--- src/rtl/seg7_pkg.sv ---
// Shared constants for the counter display: segment patterns, conversion
// state encoding and digit-index width.
package seg7_pkg;

    localparam int unsigned DIGIT_IDX_W = 2;

    // Active-high {g,f,e,d,c,b,a} patterns; polarity is applied at the pins.
    localparam logic [6:0] SEG_BLANK = 7'h00;
    localparam logic [6:0] SEG_PATTERN [0:9] = '{
        7'h3F, 7'h06, 7'h5B, 7'h4F, 7'h66,
        7'h6D, 7'h7D, 7'h07, 7'h7F, 7'h6F
    };

    typedef enum logic [1:0] {
        IDLE  = 2'd0,
        SHIFT = 2'd1,
        DONE  = 2'd2
    } conv_state_t;

    // Non-decimal nibbles decode to blank rather than a garbage glyph.
    function automatic logic [6:0] seg_decode(input logic [3:0] digit);
        if (digit <= 4'd9) begin
            return SEG_PATTERN[digit];
        end
        return SEG_BLANK;
    endfunction

endpackage

--- src/rtl/bin2bcd_seq.sv ---
// Sequential double-dabble converter: 8-bit binary to three BCD digits.
// One sampling edge, eight shift edges, one commit edge.
module bin2bcd_seq
    import seg7_pkg::*;
(
    input  logic        clk,
    input  logic        reset,
    input  logic [7:0]  value_in,
    output logic [11:0] bcd_out,
    output logic        busy
);

    conv_state_t state, state_nxt;
    logic [7:0]  last_value, last_value_nxt;
    logic [7:0]  bin, bin_nxt;
    logic [11:0] acc, acc_nxt, acc_adj;
    logic [2:0]  shift_cnt, shift_cnt_nxt;
    logic [11:0] bcd_out_nxt;
    logic        busy_nxt;

    // State and datapath registers.
    always_ff @(posedge clk) begin
        if (reset) begin
            state      <= IDLE;
            last_value <= '0;
            bin        <= '0;
            acc        <= '0;
            shift_cnt  <= '0;
            bcd_out    <= '0;
            busy       <= 1'b0;
        end else begin
            state      <= state_nxt;
            last_value <= last_value_nxt;
            bin        <= bin_nxt;
            acc        <= acc_nxt;
            shift_cnt  <= shift_cnt_nxt;
            bcd_out    <= bcd_out_nxt;
            busy       <= busy_nxt;
        end
    end

    // Add-3 correction on every nibble >= 5 ahead of the shift.
    always_comb begin
        acc_adj = acc;
        for (int unsigned i = 0; i < 3; i++) begin
            if (acc[i*4 +: 4] >= 4'd5) begin
                acc_adj[i*4 +: 4] = acc[i*4 +: 4] + 4'd3;
            end
        end
    end

    // Next-state and datapath control; bcd_out only moves on DONE.
    always_comb begin
        state_nxt      = state;
        last_value_nxt = last_value;
        bin_nxt        = bin;
        acc_nxt        = acc;
        shift_cnt_nxt  = shift_cnt;
        bcd_out_nxt    = bcd_out;
        busy_nxt       = busy;
        case (state)
            IDLE: begin
                if (value_in != last_value) begin
                    last_value_nxt = value_in;
                    bin_nxt        = value_in;
                    acc_nxt        = '0;
                    shift_cnt_nxt  = '0;
                    busy_nxt       = 1'b1;
                    state_nxt      = SHIFT;
                end
            end
            SHIFT: begin
                {acc_nxt, bin_nxt} = {acc_adj, bin} << 1;
                shift_cnt_nxt      = shift_cnt + 3'd1;
                if (shift_cnt == 3'd7) begin
                    state_nxt = DONE;
                end
            end
            DONE: begin
                bcd_out_nxt = acc;
                busy_nxt    = 1'b0;
                state_nxt   = IDLE;
            end
            default: begin
                state_nxt = IDLE;
            end
        endcase
    end

endmodule

--- src/rtl/count_seg7_display.sv ---
// Counter value display: BCD conversion plus 4-digit multiplexed 7-segment
// drive with leading-zero blanking.
module count_seg7_display
    import seg7_pkg::*;
#(
    parameter int unsigned REFRESH_DIV = 50000,
    parameter bit          ACTIVE_LOW  = 1'b1
) (
    input  logic        clk,
    input  logic        reset,
    input  logic [7:0]  value_in,
    output logic [11:0] bcd_out,
    output logic        busy,
    output logic [6:0]  seg,
    output logic [3:0]  an
);

    localparam int unsigned CNT_W = (REFRESH_DIV > 1) ? $clog2(REFRESH_DIV) : 1;

    logic [CNT_W-1:0]       refresh_cnt;
    logic [DIGIT_IDX_W-1:0] digit_idx;
    logic [6:0]             seg_on;
    logic [3:0]             an_on;
    logic [3:0]             hundreds, tens, units;

    bin2bcd_seq u_bin2bcd (
        .clk      (clk),
        .reset    (reset),
        .value_in (value_in),
        .bcd_out  (bcd_out),
        .busy     (busy)
    );

    assign hundreds = bcd_out[11:8];
    assign tens     = bcd_out[7:4];
    assign units    = bcd_out[3:0];

    // Refresh timer: hold each digit for REFRESH_DIV cycles, then advance.
    always_ff @(posedge clk) begin
        if (reset) begin
            refresh_cnt <= '0;
            digit_idx   <= '0;
        end else if (refresh_cnt == CNT_W'(REFRESH_DIV - 1)) begin
            refresh_cnt <= '0;
            digit_idx   <= digit_idx + 1'b1;
        end else begin
            refresh_cnt <= refresh_cnt + 1'b1;
        end
    end

    // Select digit and apply leading-zero blanking (active-high view).
    always_comb begin
        seg_on = SEG_BLANK;
        an_on  = '0;
        case (digit_idx)
            2'd0: begin
                seg_on = seg_decode(units);
                an_on  = 4'b0001;
            end
            2'd1: begin
                if (hundreds != 4'd0 || tens != 4'd0) begin
                    seg_on = seg_decode(tens);
                    an_on  = 4'b0010;
                end
            end
            2'd2: begin
                if (hundreds != 4'd0) begin
                    seg_on = seg_decode(hundreds);
                    an_on  = 4'b0100;
                end
            end
            default: begin
            end
        endcase
        // An undecodable nibble blanks the whole digit, enable included.
        if (seg_on == SEG_BLANK) begin
            an_on = '0;
        end
    end

    // Pin registers with polarity applied.
    always_ff @(posedge clk) begin
        if (reset) begin
            seg <= {7{ACTIVE_LOW}};
            an  <= {4{ACTIVE_LOW}};
        end else begin
            seg <= ACTIVE_LOW ? ~seg_on : seg_on;
            an  <= ACTIVE_LOW ? ~an_on : an_on;
        end
    end

endmodule

--- config.mk ---
export PLATFORM = sky130hd
export DESIGN_NAME = count_seg7_display
export DESIGN_NICKNAME = d
export VERILOG_FILES = /design/src/rtl/seg7_pkg.sv /design/src/rtl/bin2bcd_seq.sv /design/src/rtl/count_seg7_display.sv
export SDC_FILE = /design/constraint.sdc
export NUM_CORES = 1
export LEC_CHECK = 0
export ABC_AREA = 1
export CAP_MARGIN = 20
export CORE_ASPECT_RATIO = 1.1
export CORE_UTILIZATION = 52
export CTS_CLUSTER_SIZE = 40
export DETAILED_ROUTE_END_ITERATION = 7
export PLACE_DENSITY = 0.76
export SYNTH_ARGS = -nofsm -noshare
export SYNTH_HDL_FRONTEND = slang
export SYNTH_SLANG_ARGS = --single-unit
export TNS_END_PERCENT = 1
--- constraint.sdc ---
create_clock -name clk -period 1.5 [get_ports clk]
set_clock_uncertainty 0.05 [all_clocks]
set_input_delay 0.225 -clock clk [delete_from_list [all_inputs] [get_ports clk]]
set_output_delay 0.225 -clock clk [all_outputs]
set_load 0.05 [all_outputs]
# After elaboration in Yosys (flattened, before gate mapping)
# Memory sizes are Yosys's and may differ from the RTL's.
# Cells that the tools add are included.
dict set report totals {
  register_bits 75
  rom_bits 336
  input_bits 10
  output_inout_bits 24
  word_cells 97
  n_memories 3
}
# name depth width rd rd_clocked_by_memory_dff wr line_no
set memory_table {}
lappend memory_table {{(name not given)} 16 7 1 0 0 seg7_pkg.sv:23} ;# return SEG_PATTERN[digit];
lappend memory_table {{(name not given)} 16 7 1 0 0 seg7_pkg.sv:23}
lappend memory_table {{(name not given)} 16 7 1 0 0 seg7_pkg.sv:23}
dict set report classes {
  addsub 6
  magnitude_cmp 9
  eq_ne 9
  n_mux 41
  n_bitwise 5
  reduce_logical 13
}
# operator count
set op_table {}
lappend op_table {{two-way mux 7 bit} 14}
lappend op_table {{case mux 12 bit (2 select lines)} 1}
lappend op_table {{case mux 7 bit (3 select lines)} 1}
lappend op_table {{adder 16 x 1 -> 16 bit, second input constant} 1}
lappend op_table {{equality test 16 bit, second input constant} 1}
lappend op_table {{case mux 8 bit (2 select lines)} 1}
lappend op_table {{>= comparator 5 bit, second input constant} 3}
lappend op_table {{inverter 4 -> 5 bit} 3}
lappend op_table {{>= comparator 4 x 3 -> 1 bit, second input constant} 3}
lappend op_table {{<= comparator 4 bit, second input constant} 3}
lappend op_table {{two-way mux 12 bit} 1}
lappend op_table {{two-way mux 4 bit} 3}
lappend op_table {{two-way mux 1 bit} 9}
lappend op_table {{two-way mux 3 bit} 3}
lappend op_table {{case mux 3 bit (3 select lines)} 1}
lappend op_table {{adder 4 x 2 -> 4 bit, second input constant} 2}
lappend op_table {{two-way mux 8 bit} 1}
lappend op_table {{inequality test 8 bit} 1}
lappend op_table {{AND reduction 2 bit} 4}
lappend op_table {{nonzero test 4 bit} 2}
lappend op_table {{zero test 7 bit} 1}
lappend op_table {{inverter 7 bit} 1}
lappend op_table {{two-way mux 2 bit} 3}
lappend op_table {{case mux 3 bit (2 select lines)} 1}
lappend op_table {{other kinds (14)} 19}

# Depth between registers and ports, before layout
dict set report logic_depth {
  depth_word 11
  depth_mapped 11
  ltp_nobuf 11
}

# Cells and area by module
# Synthesis repeated with hierarchy kept, for this count alone.
dict set report unflattened {
  cells_unflattened 558
  hier_area_um2 4169.0
}
# mod instances cells_per_inst area_each_um2 seq_area_each_um2
set modules_own_cells {}
lappend modules_own_cells {bin2bcd_seq 1 286 2234.6 920.9}
lappend modules_own_cells {count_seg7_display 1 272 1934.4 560.5}

# Least setup slack after synthesis
# OpenSTA, ideal clock, no wires.
dict set report synth_timing {
  path_type {reg2reg}
  start {reg u_bin2bcd.bcd_out[8]}
  end {reg an[1]}
  t_arrival_ps 1854
  required_time_ps 1392
  slack_ps -462
  path_stages_with_launch 10
  period_less_slack_ps 1962
  cell_sequence {dfxtp_1 -> inv_1 -> ha_1 -> o21ai_0 -> a21oi_2 -> nand2_1 -> nand2_1 -> a21oi_1 -> nand2_1 -> nand2_1}
}
dict set report synth_via {
  elab_chain_cells 11
}
# item line_no
set synth_lines {}
lappend synth_lines {{from (decl)} bin2bcd_seq.sv:9} ;# output logic [11:0] bcd_out,
lappend synth_lines {{from (signal assigned)} bin2bcd_seq.sv:37} ;# bcd_out <= bcd_out_nxt;
lappend synth_lines {{inverter 4 -> 5 bit (not written as such)} seg7_pkg.sv:23}
lappend synth_lines {{memory (16 x 7 bit)} --}
lappend synth_lines {{two-way mux 7 bit (not written as such) (2 in a row)} seg7_pkg.sv:23}
lappend synth_lines {{two-way mux 7 bit} seg7_pkg.sv:22} ;# if (digit <= 4'd9) begin
lappend synth_lines {{two-way mux 7 bit} seg7_pkg.sv:25} ;# return SEG_BLANK;
lappend synth_lines {{two-way mux 7 bit} count_seg7_display.sv:67} ;# if (hundreds != 4'd0) begin
lappend synth_lines {{case mux 7 bit (3 select lines)} count_seg7_display.sv:55} ;# case (digit_idx)
lappend synth_lines {{zero test 7 bit} count_seg7_display.sv:76} ;# if (seg_on == SEG_BLANK) begin
lappend synth_lines {{two-way mux 4 bit (*)} count_seg7_display.sv:76}
lappend synth_lines {{inverter 4 bit (*)} count_seg7_display.sv:88} ;# an <= ACTIVE_LOW ? ~an_on : an_on;
lappend synth_lines {{to (signal assigned)} count_seg7_display.sv:85} ;# an <= {4{ACTIVE_LOW}};
lappend synth_lines {{to (signal assigned)} count_seg7_display.sv:88}
lappend synth_lines {{to (decl)} count_seg7_display.sv:15} ;# output logic [3:0] an
# Mark *: on every way between the ends. The rest lies on a longest branch, timed or not. The select of a mux whose other input is x is not followed.
# A chain may end at the register's enable or synchronous reset.

# Worst setup path in the final report
dict set report layout_timing {
  start {reg u_bin2bcd.bcd_out[1]}
  end {reg an[2]}
}
dict set report layout_via {
  elab_chain_cells 10
}
# item line_no
set layout_lines {}
lappend layout_lines {{inverter 4 -> 5 bit (not written as such)} seg7_pkg.sv:23}
lappend layout_lines {{memory (16 x 7 bit)} --}
lappend layout_lines {{two-way mux 7 bit (not written as such) (2 in a row)} seg7_pkg.sv:23}
lappend layout_lines {{two-way mux 7 bit} seg7_pkg.sv:22}
lappend layout_lines {{two-way mux 7 bit (*)} seg7_pkg.sv:25}
lappend layout_lines {{case mux 7 bit (3 select lines) (*)} count_seg7_display.sv:55}
lappend layout_lines {{zero test 7 bit (*)} count_seg7_display.sv:76}
lappend layout_lines {{two-way mux 4 bit (*)} count_seg7_display.sv:76}
lappend layout_lines {{inverter 4 bit (*)} count_seg7_display.sv:88}
# Marks and branches as above.

==> out/metrics.yaml <==
internal_power_mw: 3.09
p_leak_nw: 2.13
rows: 32
synth_edf_count: 0
drtIter0Drc: 149
hpwl_mm: 6.25
netlist_instances: 535
antenna_found_initial: 0
finalHoldViolations: 0
syn_area_per_cell_um2: 7.33
fin_nets: 651
initial_core_util_pct: 54.7
cpPeakStageDelay_ps: 390
swShare_pct: 24.9
slowest_stage: "dfxtp_4"
grt_pass1_wl_mm: 14.8
clk_pin_slew_ps: 70
clock-root-buffer: "clkbuf_8"
combinationalPowerShare_pct: 10.2
drv_cap: 0
cp_data_required_time_ps: 1740
hp-class: "reg2reg"
dpl_worst_slack_ps: -287
final_common_cell: "nand2_1"
crit_type: "reg2reg"
syn_to_final_growth_pct: 32.7
crit_fanout: 5
critical-path-top-delay-family: "simple AND/OR/NAND/NOR gates"
die_y_um: 93.1
rsz0062_at_grt: "yes"
cts_tree: "done"
drive_gt1_share_pct: 26.4
insertion_delay_ps: 360
vdd.ir_drop.worst_mv: 0.695
synthFlopType: "dfxtp_1"
routed_via_density: 5.38
critPathLaunchType: "flop"
yosysUniqueCellTypes: 36
grt_usage_pct: 23.4
seq_area_um2: 1520
detail-route-antenna-nets: 0
final_cell_mix: "nand2_1, dfxtp_1, a21oi_1"
total_power_mw: 4.12
diodes: 0
synth_area_leader_cell: "dfxtp_1"
worst-path-buf-inv: 2
arrival_ps: 1750
grt_max_degree: 34
ys_seq_area_share_pct: 37.8
synthTopCellsByArea: "dfxtp_1, nand2_1, ha_1"
portBuffers: 32
h-tree-depth: 3
drv_slew: 0
crit_chain: "inv_4 -> ha_2 -> o21ai_1 -> nand2_1 -> nand2_2 -> inv_2 -> nand2_2 -> nand2_1 -> a21oi_2 -> nand2_2 -> nand2_1"
ys_warn_count: 0
grt_pass1_vias: 3448
power_frac_clock_pct: 40.0
synth_nets: 577
drcViolationCount: 4
min_period_ps: 1510
multiInputGateArea_um2: 2310
power_density_nw_per_um2: 791
dieArea_um2: 7890
finalCritPeriodShare_pct: 101
avgRoutedWirePerCell_um: 13.0
core_area_um2: 7170
final-setup-viol-count: 1
fmax_mhz: 663
critPathCaptureType: "flop"
cts.sinks: 74
violations: "design-rule violations, negative setup slack"
synth_top_area_share_pct: 37.8
clockBufferDepth: 2
die_x_um: 84.8
async_flop_share_pct: 0
syn_area_um2: 3920
vias: 3753
place_congestion: 0.864
seq_power_share_pct: 49.8
wl_mm: 9.07
finalWorstSetupSlack_ps: -9.04
n_fill_cell: 542
status: "finished with violations"
ys_ff_latch: 74
power.switching_mw: 1.03
io_pins: 34
dr.pass1.iters: 7
cts_buffers: 9
grt-ovfl-total: 0
[layer usage]
| metal | vias to the layer above | wire (um) | track usage (%) | share of wire, % |
|---|---|---|---|---|
| met2 | 77 | 4540 | 41.5 | 50 |
| met4 | 0 | 193 | 9.60 | 2.1 |
| met3 | 21 | 308 | 5.12 | 3.4 |
| met1 | 1754 | 4030 | 27.4 | 44 |
| li1 | 1901 | - | - | - |
| met5 | - | 0 | 0 | 0 |
[cells in the mapped netlist (2+ instances only)]
cell      instances
nand2_4           2
a21oi_2           2
nand2_1         112
a31oi_1           2
o21ai_0          47
buf_4             3
clkbuf_1         10
xnor2_1           7
nand3_2           3
inv_1            52
buf_2             2
buf_6             2
nand4_1           4
nand3_1          53
or2_0             2
nand2_2           3
inv_2             4
or2_2             5
dfxtp_1          74
ha_1             32
nor2_1           30
nor2_4            2
a21oi_1          60
nor2_2            5
xor2_1            4
nor3_1            3
[worst paths after layout]
path | start | endpoint | slack (ps) | cells after the start
setup / recovery | u_bin2bcd.bcd_out[1] | an[2] | -9 | 11
hold / removal | u_bin2bcd.shift_cnt[0] | u_bin2bcd.shift_cnt[0] | 420 | 1
setup reg to reg | u_bin2bcd.bcd_out[1] | an[2] | -9 | 11
hold reg to reg | u_bin2bcd.shift_cnt[0] | u_bin2bcd.shift_cnt[0] | 420 | 1
[cell families after synthesis]
kind of cell	count (synthesis)	synth area share (%)
compound gates	115	15.1
xor+xnor	11	2.46
fa+ha+maj	32	10.2
other cells	1	0.0957
simple gates	229	26.6
flops	74	37.8
buf+inv	73	7.72
[area by class of cell]
type                    instances  area share, %
inverters                      56           4.31
repair inverters                1          0.144
clock inverters                 4          0.938
well taps                      85           2.04
clock buffers                  11           3.13
flip-flops and latches         74           29.1
multi-input cells             388           44.5
repair buffers                 79           15.8
[through the flow]
step / area, um2 / hold slack [ps] / cells / TNS (ps) / utilization [%]
after floorplan: 3990 / 340 / 535 / -1.46 / -
after global routing: 5200 / 454 / 698 / -745 / 72.6
final: 5200 / 422 / 698 / -9.04 / 72.6
after detailed placement: 4760 / 407 / 675 / -8300 / 66.4
after global placement: 4760 / 410 / 675 / -6400 / 66.4
after CTS: 5040 / 419 / 695 / -30.2 / 70.4
[sequential cells by signal (all words and copies together), names as in the netlist, 3 cells and up]
signal	cells
u_bin2bcd.acc	12
seg	7
an	3
u_bin2bcd.bcd_out	12
u_bin2bcd.bin	8
u_bin2bcd.last_value	8
refresh_cnt	16
u_bin2bcd.shift_cnt	3
[power groups by stage]
stage | Combinational (mW) | Clock [mW] | Sequential [mW]
after floorplan | 0.216 | 0 | 2.13
after global placement | 0.391 | 0 | 2.09
after detailed placement | 0.400 | 0 | 2.09
after CTS | 0.404 | 1.67 | 2.05
after global routing | 0.461 | 1.74 | 2.06
final | 0.419 | 1.65 | 2.05
[what timing repair did]
| item | 4_1_cts | 5_1_grt |
|---|---|---|
| gates resized for setup | 10 | 39 |
| pin swaps | 2 | 17 |
| buffers inserted | 5 | 2 |
| cloned | 0 | 1 |
| setup endpoints to repair | 22 | 46 |
| hold buffers | 0 | 0 |
Power figures use the tool's default switching activity.
